<file path="src/rtl/brch_chkpt_tbl_pkg.sv">
// Shared defaults and entry layout for the branch checkpoint table.
package brch_pkg;

  localparam int BRCH_NUM_ENT = 8;
  localparam int BRCH_DISP_W  = 4;
  localparam int BRCH_IDX_W   = 6;
  localparam int BRCH_POS_W   = 6;

  // Entry fields are sized by the package defaults; the table's IDX_W/POS_W must match.
  typedef struct packed {
    logic                  vld;
    logic [BRCH_IDX_W-1:0] idx;
    logic [BRCH_POS_W-1:0] pos;
  } brch_ent_t;

endpackage

</file>
<file path="src/rtl/brch_chkpt_tbl_if.sv">
// Dispatch/commit/mispredict bundle for the branch checkpoint table.
// cmt_err is present only when BRCH_TBL_ERR_CHK_EN is defined.
interface brch_chkpt_tbl_if
  import brch_pkg::*;
#(
  parameter int NUM_ENT = BRCH_NUM_ENT,
  parameter int DISP_W  = BRCH_DISP_W,
  parameter int IDX_W   = BRCH_IDX_W,
  parameter int POS_W   = BRCH_POS_W
);
  localparam int CNT_W = $clog2(NUM_ENT) + 1;

  logic [DISP_W-1:0] inst_vld;
  logic [DISP_W-1:0] inst_brch;
  logic [IDX_W-1:0]  nxt_indx;
  logic [POS_W-1:0]  curr_pos;
  logic [DISP_W-1:0] pr_need_inst;
  logic              cmt_brch;
  logic [IDX_W-1:0]  cmt_brch_indx;
  logic              mis_pred;
  logic [IDX_W-1:0]  brch_mis_indx;
  logic              alloc_stall;
  logic [CNT_W-1:0]  brch_cnt;
  logic              flush;
  logic [POS_W-1:0]  flush_pos;
  logic              flush_miss;

`ifdef BRCH_TBL_ERR_CHK_EN
  logic              cmt_err;

  modport master (
    output inst_vld, inst_brch, nxt_indx, curr_pos, pr_need_inst,
    output cmt_brch, cmt_brch_indx, mis_pred, brch_mis_indx,
    input  alloc_stall, brch_cnt, flush, flush_pos, flush_miss, cmt_err
  );
  modport slave (
    input  inst_vld, inst_brch, nxt_indx, curr_pos, pr_need_inst,
    input  cmt_brch, cmt_brch_indx, mis_pred, brch_mis_indx,
    output alloc_stall, brch_cnt, flush, flush_pos, flush_miss, cmt_err
  );
`else
  modport master (
    output inst_vld, inst_brch, nxt_indx, curr_pos, pr_need_inst,
    output cmt_brch, cmt_brch_indx, mis_pred, brch_mis_indx,
    input  alloc_stall, brch_cnt, flush, flush_pos, flush_miss
  );
  modport slave (
    input  inst_vld, inst_brch, nxt_indx, curr_pos, pr_need_inst,
    input  cmt_brch, cmt_brch_indx, mis_pred, brch_mis_indx,
    output alloc_stall, brch_cnt, flush, flush_pos, flush_miss
  );
`endif

endinterface

</file>
<file path="src/rtl/brch_lane_pack.sv">
// Per-lane ROB index, position and tail write offset for allocating branch lanes.
// Purely combinational.
module brch_lane_pack #(
  parameter int DISP_W = 4,
  parameter int IDX_W  = 6,
  parameter int POS_W  = 6,
  parameter int OFF_W  = $clog2(DISP_W + 1)
) (
  input  logic [DISP_W-1:0]             inst_vld,
  input  logic [DISP_W-1:0]             inst_brch,
  input  logic [IDX_W-1:0]              nxt_indx,
  input  logic [POS_W-1:0]              curr_pos,
  input  logic [DISP_W-1:0]             pr_need_inst,
  output logic [DISP_W-1:0][IDX_W-1:0]  lane_idx,
  output logic [DISP_W-1:0][POS_W-1:0]  lane_pos,
  output logic [DISP_W-1:0][OFF_W-1:0]  lane_off,
  output logic [DISP_W-1:0]             lane_alloc,
  output logic [OFF_W-1:0]              alloc_cnt
);

  logic [OFF_W-1:0] need_acc;
  logic [OFF_W-1:0] off_acc;

  // Running prefix counts: positions consumed and branches allocated by lower lanes.
  always_comb begin
    need_acc   = '0;
    off_acc    = '0;
    lane_idx   = '0;
    lane_pos   = '0;
    lane_off   = '0;
    lane_alloc = '0;
    for (int k = 0; k < DISP_W; k++) begin
      lane_alloc[k] = inst_vld[k] & inst_brch[k];
      lane_idx[k]   = nxt_indx + IDX_W'(k);
      lane_pos[k]   = curr_pos + POS_W'(need_acc);
      lane_off[k]   = off_acc;
      need_acc      = need_acc + OFF_W'(pr_need_inst[k]);
      off_acc       = off_acc + OFF_W'(lane_alloc[k]);
    end
    alloc_cnt = off_acc;
  end

endmodule

</file>
<file path="src/rtl/brch_chkpt_tbl.sv">
// In-order branch checkpoint table: circular queue of {ROB idx, position} per unresolved branch.
// Latency: alloc_stall combinational; table update and flush/flush_pos/flush_miss one cycle.
// Backpressure: alloc_stall when branches exceed free slots (all-or-nothing); cmt_err with BRCH_TBL_ERR_CHK_EN.
module brch_chkpt_tbl
  import brch_pkg::*;
#(
  parameter int NUM_ENT = BRCH_NUM_ENT,
  parameter int DISP_W  = BRCH_DISP_W,
  parameter int IDX_W   = BRCH_IDX_W,
  parameter int POS_W   = BRCH_POS_W
) (
  input logic             clk,
  input logic             rst_n,
  brch_chkpt_tbl_if.slave bus
);

  localparam int PTR_W = $clog2(NUM_ENT);
  localparam int CNT_W = PTR_W + 1;
  localparam int OFF_W = $clog2(DISP_W + 1);

  logic [DISP_W-1:0][IDX_W-1:0] lane_idx;
  logic [DISP_W-1:0][POS_W-1:0] lane_pos;
  logic [DISP_W-1:0][OFF_W-1:0] lane_off;
  logic [DISP_W-1:0]            lane_alloc;
  logic [OFF_W-1:0]             alloc_cnt;

  brch_lane_pack #(
    .DISP_W (DISP_W),
    .IDX_W  (IDX_W),
    .POS_W  (POS_W),
    .OFF_W  (OFF_W)
  ) u_lane_pack (
    .inst_vld     (bus.inst_vld),
    .inst_brch    (bus.inst_brch),
    .nxt_indx     (bus.nxt_indx),
    .curr_pos     (bus.curr_pos),
    .pr_need_inst (bus.pr_need_inst),
    .lane_idx     (lane_idx),
    .lane_pos     (lane_pos),
    .lane_off     (lane_off),
    .lane_alloc   (lane_alloc),
    .alloc_cnt    (alloc_cnt)
  );

  brch_ent_t        ent_q [NUM_ENT];
  brch_ent_t        ent_d [NUM_ENT];
  logic [PTR_W-1:0] head_q, head_d;
  logic [PTR_W-1:0] tail_q, tail_d;
  logic [CNT_W-1:0] cnt_q, cnt_d;
  logic             flush_q, flush_d;
  logic             flush_miss_q, flush_miss_d;
  logic [POS_W-1:0] flush_pos_q, flush_pos_d;

  logic             do_cmt;
  logic             do_alloc;
  logic             alloc_stall;
  logic [CNT_W-1:0] free_cnt;
  logic             mis_hit;
  logic [PTR_W-1:0] hit_slot;
  logic [PTR_W-1:0] hit_age;
  logic [PTR_W-1:0] scan_slot;

  assign do_cmt      = bus.cmt_brch && (cnt_q != '0);
  assign free_cnt    = CNT_W'(NUM_ENT) - cnt_q;
  assign alloc_stall = !bus.mis_pred && (int'(alloc_cnt) > int'(free_cnt));
  assign do_alloc    = !bus.mis_pred && !alloc_stall;

  // Scan from head so the oldest duplicate index wins.
  always_comb begin
    mis_hit   = 1'b0;
    hit_slot  = '0;
    hit_age   = '0;
    scan_slot = '0;
    for (int i = 0; i < NUM_ENT; i++) begin
      scan_slot = head_q + PTR_W'(i);
      if (!mis_hit && ent_q[scan_slot].vld && (ent_q[scan_slot].idx == bus.brch_mis_indx)) begin
        mis_hit  = 1'b1;
        hit_slot = scan_slot;
        hit_age  = PTR_W'(i);
      end
    end
  end

  always_comb begin
    ent_d        = ent_q;
    head_d       = head_q;
    tail_d       = tail_q;
    cnt_d        = cnt_q;
    flush_d      = bus.mis_pred;
    flush_miss_d = bus.mis_pred && !mis_hit;
    flush_pos_d  = (bus.mis_pred && mis_hit) ? ent_q[hit_slot].pos : '0;

    if (do_cmt) begin
      ent_d[head_q].vld = 1'b0;
      head_d            = head_q + PTR_W'(1);
      cnt_d             = cnt_q - CNT_W'(1);
    end

    if (bus.mis_pred) begin
      if (mis_hit) begin
        for (int i = 0; i < NUM_ENT; i++) begin
          if (i >= int'(hit_age)) ent_d[head_q + PTR_W'(i)].vld = 1'b0;
        end
        // A hit on the head leaves the table empty, so tail must meet the new head.
        if (hit_age == '0) begin
          tail_d = head_d;
          cnt_d  = '0;
        end else begin
          tail_d = hit_slot;
          cnt_d  = CNT_W'(hit_age) - CNT_W'(do_cmt);
        end
      end
    end else if (do_alloc) begin
      for (int k = 0; k < DISP_W; k++) begin
        if (lane_alloc[k]) begin
          ent_d[tail_q + PTR_W'(lane_off[k])] = '{vld: 1'b1, idx: lane_idx[k], pos: lane_pos[k]};
        end
      end
      tail_d = tail_q + PTR_W'(alloc_cnt);
      cnt_d  = cnt_d + CNT_W'(alloc_cnt);
    end
  end

  always_ff @(posedge clk) begin
    if (!rst_n) begin
      for (int i = 0; i < NUM_ENT; i++) ent_q[i] <= '0;
      head_q       <= '0;
      tail_q       <= '0;
      cnt_q        <= '0;
      flush_q      <= 1'b0;
      flush_miss_q <= 1'b0;
      flush_pos_q  <= '0;
    end else begin
      ent_q        <= ent_d;
      head_q       <= head_d;
      tail_q       <= tail_d;
      cnt_q        <= cnt_d;
      flush_q      <= flush_d;
      flush_miss_q <= flush_miss_d;
      flush_pos_q  <= flush_pos_d;
    end
  end

  assign bus.alloc_stall = alloc_stall;
  assign bus.brch_cnt    = cnt_q;
  assign bus.flush       = flush_q;
  assign bus.flush_pos   = flush_pos_q;
  assign bus.flush_miss  = flush_miss_q;

`ifdef BRCH_TBL_ERR_CHK_EN
  logic cmt_err_q, cmt_err_d;

  always_comb begin
    cmt_err_d = bus.cmt_brch && ((cnt_q == '0) || (ent_q[head_q].idx != bus.cmt_brch_indx));
  end

  always_ff @(posedge clk) begin
    if (!rst_n) cmt_err_q <= 1'b0;
    else        cmt_err_q <= cmt_err_d;
  end

  assign bus.cmt_err = cmt_err_q;
`else
  logic cmt_idx_unused;
  assign cmt_idx_unused = ^bus.cmt_brch_indx;
`endif

endmodule

</file>
<file path="src/flat_wrapper.sv">
// flat-port wrapper written by rule: the top's interface ports become plain ports
module brch_chkpt_tbl_flat import brch_pkg::*;
#(
  parameter int NUM_ENT = BRCH_NUM_ENT,
  parameter int DISP_W  = BRCH_DISP_W,
  parameter int IDX_W   = BRCH_IDX_W,
  parameter int POS_W   = BRCH_POS_W
)
  (clk, rst_n, bus_inst_vld, bus_inst_brch, bus_nxt_indx, bus_curr_pos, bus_pr_need_inst, bus_cmt_brch, bus_cmt_brch_indx, bus_mis_pred, bus_brch_mis_indx, bus_alloc_stall, bus_brch_cnt, bus_flush, bus_flush_pos, bus_flush_miss);
  brch_chkpt_tbl_if #(.NUM_ENT(NUM_ENT), .DISP_W(DISP_W), .IDX_W(IDX_W), .POS_W(POS_W)) bus_i ();
  input logic clk;
  input logic rst_n;
  input wire logic [$bits(bus_i.inst_vld)-1:0] bus_inst_vld;
  input wire logic [$bits(bus_i.inst_brch)-1:0] bus_inst_brch;
  input wire logic [$bits(bus_i.nxt_indx)-1:0] bus_nxt_indx;
  input wire logic [$bits(bus_i.curr_pos)-1:0] bus_curr_pos;
  input wire logic [$bits(bus_i.pr_need_inst)-1:0] bus_pr_need_inst;
  input wire logic [$bits(bus_i.cmt_brch)-1:0] bus_cmt_brch;
  input wire logic [$bits(bus_i.cmt_brch_indx)-1:0] bus_cmt_brch_indx;
  input wire logic [$bits(bus_i.mis_pred)-1:0] bus_mis_pred;
  input wire logic [$bits(bus_i.brch_mis_indx)-1:0] bus_brch_mis_indx;
  output wire logic [$bits(bus_i.alloc_stall)-1:0] bus_alloc_stall;
  output wire logic [$bits(bus_i.brch_cnt)-1:0] bus_brch_cnt;
  output wire logic [$bits(bus_i.flush)-1:0] bus_flush;
  output wire logic [$bits(bus_i.flush_pos)-1:0] bus_flush_pos;
  output wire logic [$bits(bus_i.flush_miss)-1:0] bus_flush_miss;
  assign bus_i.inst_vld = bus_inst_vld;
  assign bus_i.inst_brch = bus_inst_brch;
  assign bus_i.nxt_indx = bus_nxt_indx;
  assign bus_i.curr_pos = bus_curr_pos;
  assign bus_i.pr_need_inst = bus_pr_need_inst;
  assign bus_i.cmt_brch = bus_cmt_brch;
  assign bus_i.cmt_brch_indx = bus_cmt_brch_indx;
  assign bus_i.mis_pred = bus_mis_pred;
  assign bus_i.brch_mis_indx = bus_brch_mis_indx;
  assign bus_alloc_stall = bus_i.alloc_stall;
  assign bus_brch_cnt = bus_i.brch_cnt;
  assign bus_flush = bus_i.flush;
  assign bus_flush_pos = bus_i.flush_pos;
  assign bus_flush_miss = bus_i.flush_miss;
  brch_chkpt_tbl #(.NUM_ENT(NUM_ENT), .DISP_W(DISP_W), .IDX_W(IDX_W), .POS_W(POS_W)) u_core (.clk(clk), .rst_n(rst_n), .bus(bus_i));
endmodule
</file>
<file path="config.mk">
export PLATFORM = sky130hd
export DESIGN_NAME = brch_chkpt_tbl_flat
export DESIGN_NICKNAME = d
export VERILOG_FILES = /design/src/rtl/brch_chkpt_tbl_pkg.sv /design/src/rtl/brch_chkpt_tbl_if.sv /design/src/rtl/brch_lane_pack.sv /design/src/rtl/brch_chkpt_tbl.sv /design/src/flat_wrapper.sv
export SDC_FILE = /design/constraint.sdc
export NUM_CORES = 1
export LEC_CHECK = 0
export ABC_AREA = 0
export CAP_MARGIN = 40
export CORE_MARGIN = 2
export CORE_UTILIZATION = 25
export CTS_CLUSTER_SIZE = 25
export DETAILED_ROUTE_END_ITERATION = 10
export SKIP_CTS_REPAIR_TIMING = 1
export SLEW_MARGIN = 25
export SYNTH_ARGS = -nofsm -noshare
export SYNTH_HDL_FRONTEND = slang
export SYNTH_SLANG_ARGS = --single-unit
</file>
<file path="constraint.sdc">
create_clock -name clk -period 5.8 [get_ports clk]
set_clock_uncertainty 0.05 [all_clocks]
set_input_delay 1.45 -clock clk [delete_from_list [all_inputs] [get_ports clk]]
set_output_delay 1.45 -clock clk [all_outputs]
set_load 0.02 [all_outputs]
</file>
Yosys cells after proc, flatten, opt, wreduce, memory -nomap -nowiden
Cells that the tools add are included.
Widths: inputs -> output; s select.
{"block": "word_totals", "in_bits": 40, "ff_bits": 122, "word_cells": 294, "out_inout_bits": 13}
{"block": "classes", "reduce_logical": 47, "bitwise_logic": 17, "muxes": 132, "magnitude_cmp": 33, "n_eq_ne": 9, "add_sub_neg": 26}
{"op": "$mux 104", "n": 35}
{"op": "$bwmux 104", "n": 13}
{"op": "$demux 13 s3", "n": 12}
{"op": "$mux 13", "n": 28}
{"op": "$bmux 13 s3", "n": 9}
{"op": "$ge 4x4->1 const B", "n": 13}
{"op": "$not 3->4", "n": 13}
{"op": "$mux 3", "n": 17}
{"op": "$eq 6x6->1", "n": 8}
{"op": "$lt 4x1->1 const B", "n": 12}
{"op": "$logic_and 1x1->1", "n": 32}
{"op": "$mux 4", "n": 5}
{"op": "$add 3x3->3 const B", "n": 4}
{"op": "$add 6x2->6 const B", "n": 2}
{"op": "$mux 6", "n": 2}
{"op": "$logic_not 1->1", "n": 10}
{"op": "$ge 3x3->1 const A", "n": 3}
{"op": "$mux 1", "n": 9}
{"op": "$add 2x1->3", "n": 2}
{"op": "$add 3x1->3", "n": 2}
{"op": "$add 3x2->3 const B", "n": 2}
{"op": "$add 3x3->3", "n": 2}
{"op": "$add 6x1->6", "n": 1}
{"op": "$add 6x1->6 const B", "n": 1}
{"op": "19 further kinds", "n": 27}

Logic depth before layout (Yosys ltp)
{"block": "depth", "ltp_word": 66, "depth_mapped": 24}

Hierarchy
From an unflattened synthesis, not the netlist that was laid out.
{"block": "unflattened", "hier_cells": 1788, "area_unflattened_um2": 14000.9}
{"mod": "brch_chkpt_tbl", "n_inst": 1, "area_per_inst_um2": 13043.8, "seq_area_each_um2": 2442.3, "cells_each": 1664}
{"mod": "brch_lane_pack", "n_inst": 1, "area_per_inst_um2": 957.2, "seq_area_each_um2": 0.0, "cells_each": 124}

Least setup slack after synthesis
OpenSTA, ideal clock, no wires.
{"block": "synth_path", "path_type": "input to output", "startpoint": "in bus_inst_vld[2]", "endpoint": "out bus_alloc_stall", "arrival_ps": 4394, "t_required_ps": 4300, "path_stages": 10, "slack_ps": -94, "path_cell_list": "nand2_1 fa_1 inv_1 ha_1 fa_1 ha_1 a21o_1 a21oi_1 a311oi_1 nor2b_1"}
{"block": "synth_between", "elab_chain_cells": 5}
{"element": "from (decl)", "line_no": "flat_wrapper.sv:13", "text": "input wire logic [$bits(bus_i.inst_vld)-1:0] bus_inst_vld;"}
{"element": "$and 1x1->1", "line_no": "brch_lane_pack.sv:33", "text": "lane_alloc[k] = inst_vld[k] & inst_brch[k];"}
{"element": "$add 2x1->3", "line_no": "brch_lane_pack.sv:38", "text": "off_acc = off_acc + OFF_W'(lane_alloc[k]);"}
{"element": "$add 3x1->3", "line_no": "brch_lane_pack.sv:38"}
{"element": "$gt 3x4->1", "line_no": "brch_chkpt_tbl.sv:65", "text": "assign alloc_stall = !bus.mis_pred && (int'(alloc_cnt) > int'(free_cnt));"}
{"element": "$logic_and 1x1->1", "line_no": "brch_chkpt_tbl.sv:65"}
{"element": "to (decl)", "line_no": "flat_wrapper.sv:22", "text": "output wire logic [$bits(bus_i.alloc_stall)-1:0] bus_alloc_stall;"}
No other way between the ends.

Worst setup path in the final report
{"block": "layout_path", "startpoint": "in bus_inst_vld[1]", "endpoint": "out bus_alloc_stall"}
{"block": "layout_between", "elab_chain_cells": 6}
{"element": "$and 1x1->1", "line_no": "brch_lane_pack.sv:33"}
{"element": "$add 1x1->2", "line_no": "brch_lane_pack.sv:38"}
{"element": "$add 2x1->3", "line_no": "brch_lane_pack.sv:38"}
{"element": "$add 3x1->3", "line_no": "brch_lane_pack.sv:38"}
{"element": "$gt 3x4->1", "line_no": "brch_chkpt_tbl.sv:65"}
{"element": "$logic_and 1x1->1", "line_no": "brch_chkpt_tbl.sv:65"}
No other way between the ends.

==> reports/qor.yml <==
syn_area_sq_um: 15050
areaGrowthSynthToFinish_pct: 15.37
leakagePower_nw: 6.084
floorplan.die.height_um: 249.3
yosys_warnings: 0
synthTopCellsByArea: "sky130_fd_sc_hd__dfxtp_1 (16%), sky130_fd_sc_hd__mux4_2 (10%), sky130_fd_sc_hd__mux2i_1 (7.5%)"
max_slew_violation_count: 0
grt_max_degree: 67
nets_in_the_synthesized_netlist: 2013
max-cap-violations: 0
hpwlAfterDp_um: 46480
critical-path-top-cell-by-count: "sky130_fd_sc_hd__fa_1"
cts-buffers-inserted: 17
post_place_cells: 2696
layout.filler_cells: 6321
synth_area_per_cell_sq_um: 7.792
synth_seq_cells: 122
routed_wirelength_um: 65230
cell_with_the_largest_stage_delay_on_the_worst_path: "sky130_fd_sc_hd__fa_1"
reg2regPathDepth: 15
synth_flop_cell: "sky130_fd_sc_hd__dfxtp_1"
cp_max_fo: 2
critical_path.endpoint_type: "output port"
worst_path_largest_cell_delay_ps: 530
worst_setup_hold_path_clk_slew_ps: 70
hold-path-cell-count: 2
cp_top_family: "adder cells"
post-route-period-util: 0.9537
status: "finished, final reports clean"
data_required_time_at_the_worst_endpoint_ps: 4300
timing.final.crit_period_ps: 5531
post-synth-top-area-fraction: 0.1623
post_route_cells_drive_above_1_share: 0.1595
final_net_count: 2025
fmax_ghz: 0.1808
htree_levels: 4
final.hold.worst_slack_ps: 429.8
relSlewSlack: 0.3975
worst_ir_drop_vdd_mv: 0.2257
portBuffers: 45
die_area_sq_um: 62160
placementRows: 89
report.final.hold_viol_count: 0
dp_worst_setup_slack_ps: -590.5
synth-seq-area-share: 0.1623
placer_s_final_routability_congestion_estimate: 0.9779
final_antenna_net_count: 0
num_antenna_cells: 0
cellPowerDensity_nw_per_um2: 402.3
initial_antenna_violation_count: 1
critPathArrivalTime_ps: 4030
floorplan.io_pins: 53
synth_async_sr_flop_share: 0
clock_tree_from_tritoncts: "built"
number_of_enable_type_register_cells_in_the_synthesized_netlist: 0
drc_violations_left: 0
crit_path_cell_trace: "dlymetal6s2s_1 -> nand2_2 -> fa_1 -> inv_1 -> ha_2 -> fa_1 -> ha_4 -> a21o_1 -> a21oi_1 -> a311oi_2 -> nor2b_1 -> buf_4"
post_layout_nonfiller_instances: 2729
synth_cell_types: 94
global_route_wire_length_before_repair_um: 97020
dr_total_vias: 16740
reg2reg_to: "u_core.bus.flush_pos[5]"
stdcell_area_sq_um: 17360
vias_per_cell: 6.134
setup_ws_ps: 268.6
critPathKind: "in2out"
core-area_sq_um: 59240
crit_end: "bus_alloc_stall"
rsz0062_at_grt: "false"
r2r_slack_ps: 480
synthMostInstantiatedCell: "sky130_fd_sc_hd__nand2_1"
synth.cells.most_frequent: "sky130_fd_sc_hd__nand2_1 (208), sky130_fd_sc_hd__nor2_1 (148), sky130_fd_sc_hd__clkbuf_1 (141)"
grtUsageTotal: 0.2018
least_margin_pin_slew_ps: 897.3
crit-reg2reg-launch: "u_core.head_q[1]"
cp-startpoint: "bus_inst_vld[1]"
crit_path_start_kind: "primary input"
type_of_the_most_critical_hold_path: "reg2reg"
yosysTopAreaCell: "sky130_fd_sc_hd__dfxtp_1"
grt_pass1_vias: 15460
final_number_of_setup_violating_endpoints: 0
cts_buffer_depth: 2
detailed_place.area_sq_um: 16750
synthesis.instances: 1931
clock_sinks: 122
effective_utilization_at_floorplan: 0.2540
power_mw: 6.982
global_route.overflow_total: 0
routed_wire_length_per_instance_um: 23.90
path_depth: 12
timing.critical_path.buf_inv: 3
worstSkewPairLatency_ps: 440
die-width_um: 249.3
drtIter0Drc: 2001
first_pass_drt_iterations: 6
root_buffer: "sky130_fd_sc_hd__clkbuf_16"
==> how the worst min path moves through the flow <==
| stage | slack (ps) | start | endpoint |
|---|---|---|---|
| 3_5_place_dp | 420 | u_core.ent_q[56] | u_core.ent_q[56] |
| 6_report | 430 | u_core.ent_q[56] | u_core.ent_q[56] |
| 2_1_floorplan | 390 | u_core.ent_q[56] | u_core.ent_q[56] |
| 3_3_place_gp | 410 | u_core.ent_q[56] | u_core.ent_q[56] |
| 4_1_cts | 430 | u_core.ent_q[56] | u_core.ent_q[56] |
| 5_1_grt | 460 | u_core.ent_q[96] | u_core.ent_q[96] |
==> cells by family (layout without fill, tap and decap cells) <==
family	count (synthesis)	after routing	share of synthesized area
buffers and inverters	228	253	0.06927
multiplexers	206	206	0.1965
adder cells (fa/ha/maj)	42	42	0.03942
flip-flops	122	122	0.1623
AND/OR/NAND/NOR	631	631	0.1999
AO/OA/AOI/OAI	625	625	0.2860
XOR/XNOR	77	77	0.04657
==> report_power, final <==
| group | internal, mW | leakage, nW | total, mW | switching [mW] |
|---|---|---|---|---|
| clock network | 0.576 | 0.272 | 1.07 | 0.492 |
| logic | 1.86 | 4.82 | 4.45 | 2.59 |
| registers | 1.04 | 0.997 | 1.47 | 0.422 |
==> layout make-up <==
cell class,instances,area (sq um),share of cell area
tap,773,967.2,0.05572
clock buffer,18,439.2,0.02530
clock inverter,14,128.9,0.007425
sequential,122,2449,0.1411
timing repair buffer,184,1575,0.09075
inverter,37,138.9,0.008001
multi-input combinational,1581,11660,0.6717
==> metrics by stage <==
step                setup TNS [ps]  utilization
floorplan                        0            -
global placement            -605.5       0.2819
detailed placement          -590.5       0.2827
CTS                         -596.9       0.2923
global route                     0       0.2930
finish                           0       0.2930
==> registers in the layout, indices dropped and copies added, names as in the netlist <==
register	cells
u_core.bus.flush_miss	1
u_core.bus.flush	1
u_core.head_q	3
u_core.ent_q	104
u_core.tail_q	3
u_core.bus.brch_cnt	4
u_core.bus.flush_pos	6
==> layout by cell type, fill, tap and decap left out, types with 9 or more instances in the layout <==
master / netlist / final
sky130_fd_sc_hd__a211oi_1: 103 / 103
sky130_fd_sc_hd__a21boi_0: 24 / 24
sky130_fd_sc_hd__a21oi_1: 126 / 126
sky130_fd_sc_hd__a221oi_1: 12 / 12
sky130_fd_sc_hd__a22oi_1: 14 / 14
sky130_fd_sc_hd__a311oi_1: 12 / 11
sky130_fd_sc_hd__a31oi_1: 14 / 14
sky130_fd_sc_hd__and2_1: 14 / 14
sky130_fd_sc_hd__and3_1: 14 / 14
sky130_fd_sc_hd__buf_4: 8 / 129
sky130_fd_sc_hd__clkbuf_16: 0 / 17
sky130_fd_sc_hd__clkdlybuf4s50_1: 0 / 36
sky130_fd_sc_hd__dfxtp_1: 122 / 119
sky130_fd_sc_hd__fa_1: 9 / 9
sky130_fd_sc_hd__ha_1: 33 / 29
sky130_fd_sc_hd__inv_1: 32 / 32
sky130_fd_sc_hd__mux2_2: 17 / 17
sky130_fd_sc_hd__mux2i_1: 112 / 112
sky130_fd_sc_hd__mux4_2: 69 / 69
sky130_fd_sc_hd__nand2_1: 208 / 205
sky130_fd_sc_hd__nand2b_1: 13 / 13
sky130_fd_sc_hd__nand3_1: 77 / 77
sky130_fd_sc_hd__nor2_1: 148 / 146
sky130_fd_sc_hd__nor2b_1: 46 / 46
sky130_fd_sc_hd__nor3_1: 57 / 49
sky130_fd_sc_hd__nor3_2: 1 / 9
sky130_fd_sc_hd__o2111ai_1: 14 / 14
sky130_fd_sc_hd__o211a_1: 23 / 23
sky130_fd_sc_hd__o211ai_1: 67 / 67
sky130_fd_sc_hd__o21ai_0: 97 / 97
sky130_fd_sc_hd__o22ai_1: 35 / 35
sky130_fd_sc_hd__o32ai_1: 9 / 9
sky130_fd_sc_hd__xnor2_1: 62 / 62
sky130_fd_sc_hd__xor2_1: 13 / 13
==> worst reg2reg max path, cell delays in order, from the launching register on <==
cell                       delay, ps
sky130_fd_sc_hd__dfxtp_2         330
sky130_fd_sc_hd__buf_4           600
sky130_fd_sc_hd__ha_1            540
sky130_fd_sc_hd__xnor2_1         360
sky130_fd_sc_hd__buf_4           310
sky130_fd_sc_hd__a21oi_1          60
sky130_fd_sc_hd__a22oi_1         140
sky130_fd_sc_hd__or3_1           200
sky130_fd_sc_hd__or2_0           360
sky130_fd_sc_hd__nand4_2         320
sky130_fd_sc_hd__or2_1           390
sky130_fd_sc_hd__buf_4           190
sky130_fd_sc_hd__o211ai_4        470
sky130_fd_sc_hd__mux4_2          590
sky130_fd_sc_hd__nand3_1         140
sky130_fd_sc_hd__a21boi_1        150
==> routing by layer <==
| metal | track usage | up-vias | routed length (um) |
|---|---|---|---|
| met5 | 0 | - | 0 |
| met4 | 0.1194 | 0 | 3959 |
| met3 | 0.03678 | 249 | 6976 |
| met2 | 0.3094 | 1156 | 28300 |
| met1 | 0.2639 | 8012 | 26000 |
| li1 | - | 7324 | - |
Power figures use the tool's default switching activity.
